==> src/rtl/e603_gnrl_cdc_tx_pkg.sv <==
// Shared definitions for the e603 CDC transmit side.
// Holds the FSM state encoding used by e603_gnrl_cdc_tx.
package e603_gnrl_cdc_tx_pkg;

  localparam int unsigned CDC_TX_ST_W = 2;

  // Transmit handshake states: idle, request raised, waiting for ack to fall
  typedef enum logic [CDC_TX_ST_W-1:0] {
    ST_IDLE  = 2'd0,
    ST_REQ   = 2'd1,
    ST_ACKLO = 2'd2
  } cdc_tx_state_e;

endpackage

==> src/rtl/e603_gnrl_tech_sync.sv <==
// Multi-flop synchronizer for signals arriving from another clock domain.
// Ports:
//   clk    destination clock
//   rst_n  asynchronous active-low reset, loads RST_VAL into every stage
//   din_a  asynchronous input
//   dout   synchronized output (last stage)
module e603_gnrl_tech_sync #(
  parameter int unsigned        DP      = 2,
  parameter int unsigned        DW      = 1,
  parameter logic [DW-1:0]      RST_VAL = '0
) (
  input  logic          clk,
  input  logic          rst_n,
  input  logic [DW-1:0] din_a,
  output logic [DW-1:0] dout
);

  logic [DP-1:0][DW-1:0] sync_q;

  // Shift chain; stage 0 captures the asynchronous input
  always_ff @(posedge clk or negedge rst_n) begin
    if (!rst_n) begin
      sync_q <= {DP{RST_VAL}};
    end else begin
      sync_q <= {sync_q[DP-2:0], din_a};
    end
  end

  assign dout = sync_q[DP-1];

endmodule

==> src/rtl/e603_gnrl_cdc_tx.sv <==
// Source side of a 4-phase req/ack clock-domain crossing.
// A word accepted on i_vld/i_rdy is held on o_dat while o_req is raised; the
// destination acknowledges via i_ack_a, which is synchronized before use.
// Ports:
//   clk, rst   source clock, asynchronous active-high reset
//   i_vld      word offered          i_rdy  word accepted this cycle
//   i_dat      offered word
//   o_req      request to destination (flop)
//   o_dat      held word to destination (flop)
//   i_ack_a    asynchronous acknowledge from destination
//   o_done     one-cycle pulse on handshake completion
//   o_busy     high whenever the FSM is not idle
module e603_gnrl_cdc_tx
  import e603_gnrl_cdc_tx_pkg::*;
#(
  parameter int unsigned DW      = 32,
  parameter int unsigned SYNC_DP = 2
) (
  input  logic          clk,
  input  logic          rst,
  input  logic          i_vld,
  output logic          i_rdy,
  input  logic [DW-1:0] i_dat,
  output logic          o_req,
  output logic [DW-1:0] o_dat,
  input  logic          i_ack_a,
  output logic          o_done,
  output logic          o_busy
);

  cdc_tx_state_e state;
  cdc_tx_state_e state_nxt;
  logic          req_nxt;
  logic [DW-1:0] dat_nxt;
  logic          done_nxt;
  logic          busy_nxt;
  logic          ack_s;
  logic          rst_n;

  assign rst_n = ~rst;

  // Bring the destination acknowledge into the source clock domain
  e603_gnrl_tech_sync #(
    .DP      (SYNC_DP),
    .DW      (1),
    .RST_VAL (1'b0)
  ) u_ack_sync (
    .clk   (clk),
    .rst_n (rst_n),
    .din_a (i_ack_a),
    .dout  (ack_s)
  );

  // Ready only in idle with the ack fully released (blocks a stale/spurious ack)
  assign i_rdy = (state == ST_IDLE) & ~ack_s;

  // Next-state and registered-output logic
  always_comb begin
    state_nxt = state;
    req_nxt   = o_req;
    dat_nxt   = o_dat;
    done_nxt  = 1'b0;
    unique case (state)
      ST_IDLE: begin
        if (i_vld && i_rdy) begin
          dat_nxt   = i_dat;
          req_nxt   = 1'b1;
          state_nxt = ST_REQ;
        end
      end
      ST_REQ: begin
        if (ack_s) begin
          req_nxt   = 1'b0;
          state_nxt = ST_ACKLO;
        end
      end
      ST_ACKLO: begin
        if (!ack_s) begin
          done_nxt  = 1'b1;
          state_nxt = ST_IDLE;
        end
      end
      default: begin
        req_nxt   = 1'b0;
        state_nxt = ST_IDLE;
      end
    endcase
    busy_nxt = (state_nxt != ST_IDLE);
  end

  // State and output flops; reset drops o_req immediately
  always_ff @(posedge clk or posedge rst) begin
    if (rst) begin
      state  <= ST_IDLE;
      o_req  <= 1'b0;
      o_dat  <= '0;
      o_done <= 1'b0;
      o_busy <= 1'b0;
    end else begin
      state  <= state_nxt;
      o_req  <= req_nxt;
      o_dat  <= dat_nxt;
      o_done <= done_nxt;
      o_busy <= busy_nxt;
    end
  end

endmodule

==> config.mk <==
export PLATFORM = sky130hd
export DESIGN_NAME = e603_gnrl_cdc_tx
export DESIGN_NICKNAME = d
export VERILOG_FILES = /design/src/rtl/e603_gnrl_cdc_tx_pkg.sv /design/src/rtl/e603_gnrl_tech_sync.sv /design/src/rtl/e603_gnrl_cdc_tx.sv
export SDC_FILE = /design/constraint.sdc
export NUM_CORES = 1
export LEC_CHECK = 0
export BUFFER_PORTS_ARGS = -buffer_cell sky130_fd_sc_hd__buf_2
export CELL_PAD_IN_SITES_DETAIL_PLACEMENT = 2
export CELL_PAD_IN_SITES_GLOBAL_PLACEMENT = 2
export CORE_ASPECT_RATIO = 0.8
export CORE_MARGIN = 2
export CORE_UTILIZATION = 28
export CTS_CLUSTER_DIAMETER = 200
export DETAILED_ROUTE_END_ITERATION = 8
export GPL_TIMING_DRIVEN = 0
export PLACE_DENSITY = 0.72
export SLEW_MARGIN = 20
export SYNTH_ARGS = -nofsm -noshare
export SYNTH_HDL_FRONTEND = slang
export SYNTH_SLANG_ARGS = --single-unit
==> constraint.sdc <==
create_clock -name clk -period 1.54 [get_ports clk]
set_input_delay 0.231 -clock clk [delete_from_list [all_inputs] [get_ports clk]]
set_output_delay 0.231 -clock clk [all_outputs]
set_load 0.02 [all_outputs]
==> results.md, run 1 <==
- Status: finished clean
- Gr ovfl total: 0
- Tcrit/Tclk final: 96.4%
- Routability Congestion: about 0.74
- Longest Clk Path Bufs: 2
- Peak supply drop: 485 µV
- Max-cap violations: 0
- Core Region: approximately 5500 µm²
- Sequential share of the synthesized area: 60.4%
- ANT nets after route: 0
- Power after layout: ~3.7 mW
- WL/cell: roughly 16 µm
- Vias in the first global route: roughly 1200
- Layout cells sized above 1: a little under three quarters
- Via density: just over 4
- DRT Wirelength: 4.06 mm
- Critical path required time: 1.71 ns
- Clock slew seen by the registers of the worst setup and hold paths: roughly 0.08 ns
- Cell Area, Placed: about 2100 µm²
- Hold Crit Depth: 1
- Drt first pass iters: 3
- # nets final: 208
- Post-synth top area cell: dfrtp_1
- Antenna Cells: 0
- Final core occ: between 40% and 50%
- Antenna violations before repair: 0
- Synth Area per Inst: 18.0 µm²
- Final Skew: roughly 0.0086 ns
- Synthesized flop and latch total: 39
- Share of the synthesized area in the top cell type: 60.4%
- Worst Tran Pin Value: ~0.83 ns
- Worst skew pair latency: 0.29 ns
- Max-slew violation count: 0
- HP Class: in2reg
- CP Max Fanout: 10
- Iter 0 DRT Violations: 15
- Max frequency: between 0.6 and 0.7 GHz
- CP arrival: around 1.7 ns
- Commonest non-fill, non-tap cell in the layout: buf_2
- Worst Setup Start Kind: register
- Most frequent cells in the layout: buf_2, dfrtp_1, mux2_4
- Unrepaired setup endpoints after global routing: yes
- Design Area, Final: approximately 2200 µm²
- R2R depth: 4
- Crit Path Class: reg2reg
- # setup viols final: 0
- Detailed Place HPWL: 2.92 mm
- Area Growth Syn to Fin: 39.1%
- # clock sinks: 39
- Gr usage total: between 10% and 20%
- Final count of hold timing violations: 0
- Drc violations: 0
- Port Buf Inserts: approximately 70
- Net Count, Synth: 126
- Die Footprint: ~6400 µm²
- Synth Instances: 90
- Yosys warning count: 0
- Largest net degree at the start of global routing: 40
- Ports: 72
- Row count: 24
- Vias: between 1000 and 1500
- Setup_tns: 0 ns
- First-pass GRT wire length: between 6 and 7 mm
- CTS H-tree lvls: 2
- Initial Util: between 20% and 30%
- Root Buffer: clkbuf_8
- Pwr dens: 1630 nW/µm²
- Tmin final: around 1.5 ns
- Final std cells w/o fill: around 250
- Die height: around 72 µm
- Placed Instances: 239
- CTS tree: yes
- Crit end category: register
- Worst slew margin: between 40% and 50%
- Die Wd: between 80 and 90 µm
- Ranking of synthesized cells by area: dfrtp_1, mux2_4, buf_12
- Mapped Area: around 1600 µm²
- CTS Buf Count: 5
- Lkg Pwr: about 1.1 nW
- Yosys cell types: 17
[final timing paths]
path | start | slack, ns | endpoint
hold reg to reg | u_ack_sync.sync_q[0]$_DFF_PP0_ | 0.36 | u_ack_sync.dout$_DFF_PP0_
setup reg to reg | u_ack_sync.dout$_DFF_PP0_ | 0.06 | o_dat[20]$_DFFE_PP0P_
setup / recovery | u_ack_sync.dout$_DFF_PP0_ | 0.06 | o_dat[20]$_DFFE_PP0P_
min in group asynchronous | rst | 0.11 | o_dat[30]$_DFFE_PP0P_
max in group asynchronous | rst | 0.85 | state[1]$_DFF_PP0_
hold / removal | i_ack_a | 0.05 | u_ack_sync.sync_q[0]$_DFF_PP0_
[layout make-up]
cell class,count,area (µm²)
Tap cell,78,97.6
Multi-Input combinational cell,44,551
Inverter,2,7.51
Fill cell,589,3280
Sequential cell,39,978
Timing Repair Buffer,76,410
Clock buffer,6,72.6
Buffer,4,71.3
Clock inverter,2,60.1
[where the power goes]
group / internal [mW] / switching, mW / leakage [nW] / total (mW)
Clock: 0.648 / 0.359 / 0.0654 / 1.01
Combinational: 0.596 / 0.628 / 0.603 / 1.22
Sequential: 1.29 / 0.152 / 0.460 / 1.44
Total: 2.54 / 1.14 / 1.13 / 3.67
[timing repair]
item,CTS,global route
setup endpoints to repair,29,29
pin swaps,0,1
hold buffers,0,0
setup buffers,1,3
cloned,0,1
endpoints found under the hold margin,0,0
gates resized for setup,1,0
[critical path, stage by stage, from the launching register on]
cell and delay [ns]:
dfrtp_2 0.45, nor3_4 0.17, and2_4 0.27, buf_12 0.17, mux2_4 0.31
[cells in the mapped netlist, drive strengths merged]
library cell,instances
inv,2
buf,5
dfrtp,39
nor2,2
o21ai,1
nor3,2
nor3b,1
o22ai,1
and2,1
a21oi,1
mux2,32
xnor2,1
a21o,1
nand2,1
[sequential cells by signal, summed over array words and instances, names as in the netlist]
register	flops
o_dat	32
state	2
o_busy	1
o_done	1
o_req	1
u_ack_sync.dout	1
u_ack_sync.sync_q	1
[cell families (layout without fill, tap and decap cells)]
kind of cell | Yosys count | after routing | share of synthesized area, %
simple gates | 7 | 7 | 3.02
buf+inv | 7 | 90 | 5.57
xor+xnor | 1 | 1 | 0.542
compound gates | 4 | 4 | 1.47
mux | 32 | 32 | 29.0
flops | 39 | 39 | 60.4
[per-layer routing]
layer,vias to the layer above,GRT usage (%),wire (µm)
li1,467,-,-
met1,522,17.1,1750
met2,53,21.7,1990
met3,2,4.21,310
met4,0,1.49,7
met5,-,0,0
[through the flow]
step | hold WS, ns | setup slack [ns]
floorplan | 0.262 | -0.0750
global placement | 0.332 | -0.134
detailed placement | 0.343 | -0.00501
CTS | 0.0413 | 0.00574
global route | 0.0344 | -0.00715
finish | 0.0523 | 0.0552
(Power assumes the default switching activity.)
==> inputs of run 2 (changes only) <==
- ABC_AREA: default -> 1
- CORE_UTILIZATION: 28 -> 23
- PLACE_DENSITY: 0.72 -> 0.7
==> run 2 against run 1 <==
Against the previous run:
- register-to-register slack improved by 0.20 ns
- cell count rose by 32%
- via count is 42% higher
- sequential power barely moved
- first-iteration DRC count grew 60%
- total power shrank 12%
- largest cell class unchanged
- highest routed layer unchanged
- wire length up 19%
- synthesized area shrank 1.9%
- worst setup slack better by 0.063 ns
- critical path depth unchanged
- hold slack got worse by 0.015 ns
- design area down 3.5%
==> results.md, run 2 <==
- Yosys cell types: 16
- Async set-reset flop share out of synthesis: 100%
- Most frequent cells in the layout: buf_2, nand2_1, dfrtp_1
- Detailed Place HPWL: 3.61 mm
- Vias: ~1500
- Pre-CTS setup slack: around 0.24 ns
- Layout fillers: between 800 and 900
- Synth Instances: about 160
- Critical path required time: approximately 1.3 ns
- CP arrival: 1.19 ns
- CTS H-tree lvls: 2
- R2r setup slk: 0.26 ns
- Row count: 27
- Area taken by multi-input logic gates: between 500 and 600 µm²
- Ports: 72
- Die Footprint: around 7600 µm²
- CTS Buf Count: 5
- Max-cap violations: 0
- Final count of hold timing violations: 0
- Setup_tns: 0 ns
- Worst slew margin: between 60% and 70%
- Unrepaired setup endpoints after global routing: no
- Synth Area per Inst: ~9.7 µm²
- # clock sinks: 39
- Sequential Area: just under 1000 µm²
- Port Buf Inserts: 70
- Tmin final: around 1.4 ns
- Antenna violations before repair: 0
- Delay of the slowest cell on the worst path: ~0.44 ns
- Drc violations: 0
- Gr usage total: between 10% and 20%
- Yosys warning count: 0
- Largest register FFs: 32
- Area Growth Syn to Fin: 36.8%
- Worst skew pair latency: 0.29 ns
- Crit path cell chain: inv_4 -> nand2_1 -> nor2_1 -> buf_2
- Core Region: 6790 µm²
- Worst Tran Pin Value: between 0.4 and 0.5 ns
- Post-synth top area cell: dfrtp_1
- Via density: 4.47
- Ranking of synthesized cells by area: dfrtp_1, nand2_1, nand4_1
- # setup viols final: 0
- Sequential share of the synthesized area: about three fifths
- Peak supply drop: about 380 µV
- Pwr dens: between 1000 and 1500 nW/µm²
- Largest net degree at the start of global routing: 21
- WL/cell: between 10 and 15 µm
- Die height: between 70 and 80 µm
- Max frequency: around 0.70 GHz
- Synthesized flop and latch total: 39
- Crit Path Class: reg2out
- Iter 0 DRT Violations: 24
- CTS tree: yes
- Worst path buffer plus inverter count: 2
- Status: finished clean
- Post-synth top cells: nand2_1, dfrtp_1, nand4_1
- Clock slew seen by the registers of the worst setup and hold paths: ~0.080 ns
- Layout cells sized above 1: a little under two fifths
- Drt first pass iters: 3
- Top Registers: o_dat: 32 flops, state: 2 flops
- Longest Clk Path Bufs: 2
- Commonest non-fill, non-tap cell in the layout: buf_2
- HP Class: in2reg
- Max-slew violation count: 0
- # nets final: between 200 and 300
- Antenna Cells: 0
- Crit end category: output pin
- Main flop type after synthesis: dfrtp_1
- Top delay family on crit path: flip-flops
- Final Skew: approximately 0.0077 ns
- ANT nets after route: 0
- Vias in the first global route: roughly 1500
- DRT Wirelength: around 4.8 mm
- Die Wd: 96.9 µm
- CP Max Fanout: 8
- Reg with most FFs: o_dat
- Slowest CP cell: dfrtp_1
- Share of the synthesized area in the top cell type: 61.5%
- Gr ovfl total: 0
- Most numerous cell in the Yosys netlist: nand2_1
- Final core occ: around a third
- First-pass GRT wire length: between 8 and 9 mm
- Mapped Area: about 1600 µm²
- Worst Setup Start Kind: register
- Initial Util: a little under a quarter
- Root Buffer: clkbuf_8
- Tcrit/Tclk final: around 92%
- Number of synthesized flops with an enable pin: 0
- Lkg Pwr: 1.20 nW
- Net Count, Synth: 200
- Routability Congestion: between 0.6 and 0.7
- Worst setup margin: ~0.12 ns
[run 2: cell count changes after synthesis, sizes merged, moves of 2 or more]
| cell | change |
|---|---|
| buf | +6 |
| clkbuf | +2 |
| inv | +2 |
| mux2 | -32 |
| nand2 | +67 |
| nand3 | +3 |
| nand4 | +32 |
[run 2: per-stage QoR]
| step | hold WS [ns] | cells | power [mW] | cell area (µm²) |
|---|---|---|---|---|
| final | 0.0369 | 331 | 3.24 | 2170 |
| after global routing | 0.0197 | 331 | 3.48 | 2170 |
| after CTS | 0.0237 | 331 | 3.30 | 2170 |
| after detailed placement | 0.287 | 322 | 2.60 | 2070 |
| after global placement | 0.333 | 321 | 2.56 | 2050 |
| after floorplan | 0.262 | 164 | 2.14 | 1590 |
[run 2: area by class of cell]
class	count	share of cell area [%]
repair buffers	72	17.9
inverters	4	0.807
clock buffers	6	3.34
plain buffers	13	3.69
well taps	87	5.01
flip-flops and latches	39	45.0
multi-input cells	108	23.7
clock inverters	2	0.576
[run 2: report_power, final]
part	internal (mW)	leakage, nW	switching (mW)
combinational	0.370	0.678	0.742
clock	0.317	0.0412	0.359
sequential	1.29	0.484	0.153
[run 2: timing repair]
item                                    4_1_cts  5_1_grt
hold buffers                                  1        0
endpoints found under the hold margin        19        0
endpoints found under the setup margin        0        1
buffers inserted                              0        0
resized for setup                             0        1
[run 2: worst reg2reg max path: stages, from the launching register on]
cell and delay [ns]:
dfrtp_1 0.45, nor2_4 0.24, nand3_4 0.18, buf_6 0.19
nand2_1 0.06, nand2_1 0.05
[run 2: worst paths after layout]
kind	start	end	cells past startpoint
worst max-delay path	state[0]$_DFF_PP0_	i_rdy	4
max in group asynchronous	rst	o_dat[12]$_DFFE_PP0P_	4
worst max register to register	u_ack_sync.dout$_DFF_PP0_	o_dat[8]$_DFFE_PP0P_	5
worst min register to register	u_ack_sync.sync_q[0]$_DFF_PP0_	u_ack_sync.dout$_DFF_PP0_	0
min in group asynchronous	rst	o_dat[13]$_DFFE_PP0P_	3
worst min-delay path	i_ack_a	u_ack_sync.sync_q[0]$_DFF_PP0_	1
[run 2: routing by layer]
metal	up-vias	share of wire (%)	track usage (%)
met5	-	0	0
met2	46	45	20.1
met3	6	6.1	3.74
met4	0	1.1	3.80
met1	721	48	19.3
li1	708	-	-
[run 2: logic make-up after synthesis]
logic type	after synthesis	synth area share, %
flip-flops	39	61.5
AND/OR/NAND/NOR	107	32.2
AO/OA/AOI/OAI	1	0.315
buffers and inverters	17	5.99
==> inputs of run 3 (changes only) <==
- PLACE_DENSITY: 0.7 -> default
- PLACE_DENSITY_LB_ADDON: default -> 0.2
==> run 3 against run 2 <==
Against the previous run:
- non-clock buffer count did not move
- clock-buffer cell count did not move
- maximum frequency shrank 0.64%
- register-to-register slack is essentially flat
- highest routed layer unchanged
- combinational power hardly changed
- critical path type unchanged
==> results.md, run 3 (synthesized netlist as in run 2, its figures left out) <==
- Hold Crit Depth: 1
- Unrepaired setup endpoints after global routing: no
- Worst skew pair latency: 0.29 ns
- Vias: 1467
- Crit Path Class: reg2out
- Drt first pass iters: 4
- Placed Instances: ~320
- Initial Util: between 20% and 30%
- Setup Fix Bufs, Post-CTS: 0
- Worst slew margin: between 60 and 70%
- CTS tree: yes
- Status: finished clean
- Longest Clk Path Bufs: 2
- Reg with most FFs: o_dat
- Top Registers: o_dat: 32 flops, state: 2 flops
- # setup viols final: 0
- Final std cells w/o fill: roughly 330
- # clock sinks: 39
- Routability Congestion: 0.728
- Drc violations: 0
- Final Skew: 0.00811 ns
- Crit Reg-Reg Startpoint: u_ack_sync.dout$_DFF_PP0_
- Max-cap violations: 0
- Hold slack: about 0.042 ns
- CTS Buf Count: 5
- Delay of the slowest cell on the worst path: 0.44 ns
- WL/cell: between 15 and 20 µm
- Clock slew seen by the registers of the worst setup and hold paths: 0.08 ns
- Gr ovfl total: 0
- Pwr dens: between 1500 and 2000 nW/µm²
- Root Buffer: clkbuf_8
- Lkg Pwr: 1.22 nW
- First-pass GRT wire length: 8.43 mm
- Tmin final: 1.43 ns
- Crit end category: output pin
- Layout fillers: around 810
- Peak supply drop: approximately 460 µV
- Port Buf Inserts: 70
- Antenna violations before repair: 0
- Gr usage total: between 10% and 20%
- # nets final: about 280
- Tcrit/Tclk final: 92.9%
- DRT Wirelength: ~5.0 mm
- Hold Crit Start: i_ack_a
- Critical path required time: 1.31 ns
- Core Region: just under 7000 µm²
- Crit path cell chain: inv_4 -> nand2_1 -> nor2_1 -> buf_2
- Slowest CP cell: dfrtp_1
- HP Class: in2reg
- R2r setup slk: 0.25 ns
- Worst Tran Pin Value: 0.469 ns
- Final count of hold timing violations: 0
- Area Growth Syn to Fin: 38.4%
- Most frequent cells in the layout: buf_2, nand2_1, dfrtp_1
- CTS H-tree lvls: 2
- Commonest non-fill, non-tap cell in the layout: buf_2
- Hold Crit Endpoint: u_ack_sync.sync_q[0]$_DFF_PP0_
- R2R depth: 5
- Max-slew violation count: 0
- CP arrival: roughly 1.2 ns
- Detailed Place HPWL: ~3.8 mm
- Worst R2R End: o_dat[9]$_DFFE_PP0P_
- Antenna Cells: 0
- Largest register FFs: 32
- Die height: between 70 and 80 µm
- Die Footprint: ~7600 µm²
- Worst Setup Start Kind: register
- Layout cells sized above 1: a little under two fifths
- Vias in the first global route: 1620
- Ports: 72
- ANT nets after route: 0
- Via density: between 4 and 5
- Largest net degree at the start of global routing: 24
- CP Max Fanout: 8
- Die Wd: about 97 µm
- Iter 0 DRT Violations: 19
- Row count: 27
- Max frequency: ~0.70 GHz
-- run 3: cell count changes in the layout (fill, tap and decap cells not counted) --
cell        previous run  this run
clkinvlp_4             1         0
clkbuf_8               5         6
clkbuf_1               3         2
buf_16                 1         0
bufinv_16              0         1
buf_12                 0         1
-- run 3: how the worst max path moves through the flow --
stage	start	end	slack, ns
6_report	state[0]$_DFF_PP0_	i_rdy	0.11
3_5_place_dp	u_ack_sync.dout$_DFF_PP0_	o_dat[15]$_DFFE_PP0P_	0.23
5_1_grt	state[0]$_DFF_PP0_	i_rdy	0.01
3_3_place_gp	rst	o_dat[8]$_DFFE_PP0P_	-0.26
2_1_floorplan	rst	o_busy$_DFF_PP0_	0.42
4_1_cts	state[0]$_DFF_PP0_	i_rdy	0.04
-- run 3: cell type report --
class | count | area [µm²] | share of cell area [%]
plain buffers | 13 | 80.1 | 3.65
clock buffers | 6 | 82.6 | 3.76
clock inverters | 2 | 35.0 | 1.60
inverters | 4 | 17.5 | 0.798
multi-input cells | 108 | 515 | 23.5
flip-flops and latches | 39 | 976 | 44.4
well taps | 87 | 109 | 4.96
repair buffers | 72 | 380 | 17.3
-- run 3: worst max-delay path, delay by kind of cell (launching register included) --
kind / cells / cell delay [ns]
flops: 1 / 0.44
buf+inv: 2 / 0.29
simple gates: 2 / 0.17
-- run 3: layer usage --
layer  GRT usage (%)  share of wire, %  vias up
met1            18.6                49      717
met3            2.85               4.4        5
li1                -                 -      706
met5               0                 0        -
met2            22.9                46       39
met4            4.65               1.1        0
-- run 3: repair_timing --
action / CTS / global route
endpoints found under the setup margin: 0 / 1
gates resized for setup: 0 / 1
endpoints found under the hold margin: 16 / 0
hold buffers: 1 / 0
-- run 3: through the flow --
step | cell area (µm²) | setup slack, ns | power, mW | util [%] | setup TNS, ns
floorplan | 1590 | 0.420 | 2.14 | - | 0
global placement | 2050 | -0.258 | 2.58 | 30.1 | -9.96
detailed placement | 2070 | 0.232 | 2.62 | 30.4 | 0
CTS | 2190 | 0.0437 | 3.53 | 32.3 | 0
global route | 2200 | 0.0101 | 3.70 | 32.3 | 0
finish | 2200 | 0.109 | 3.47 | 32.3 | 0
-- run 3: power by group --
part           internal [mW]  leakage, nW  switching (mW)
logic                  0.368        0.675           0.750
registers               1.29        0.484           0.161
clock network          0.525       0.0612           0.372
total                   2.19         1.22            1.28
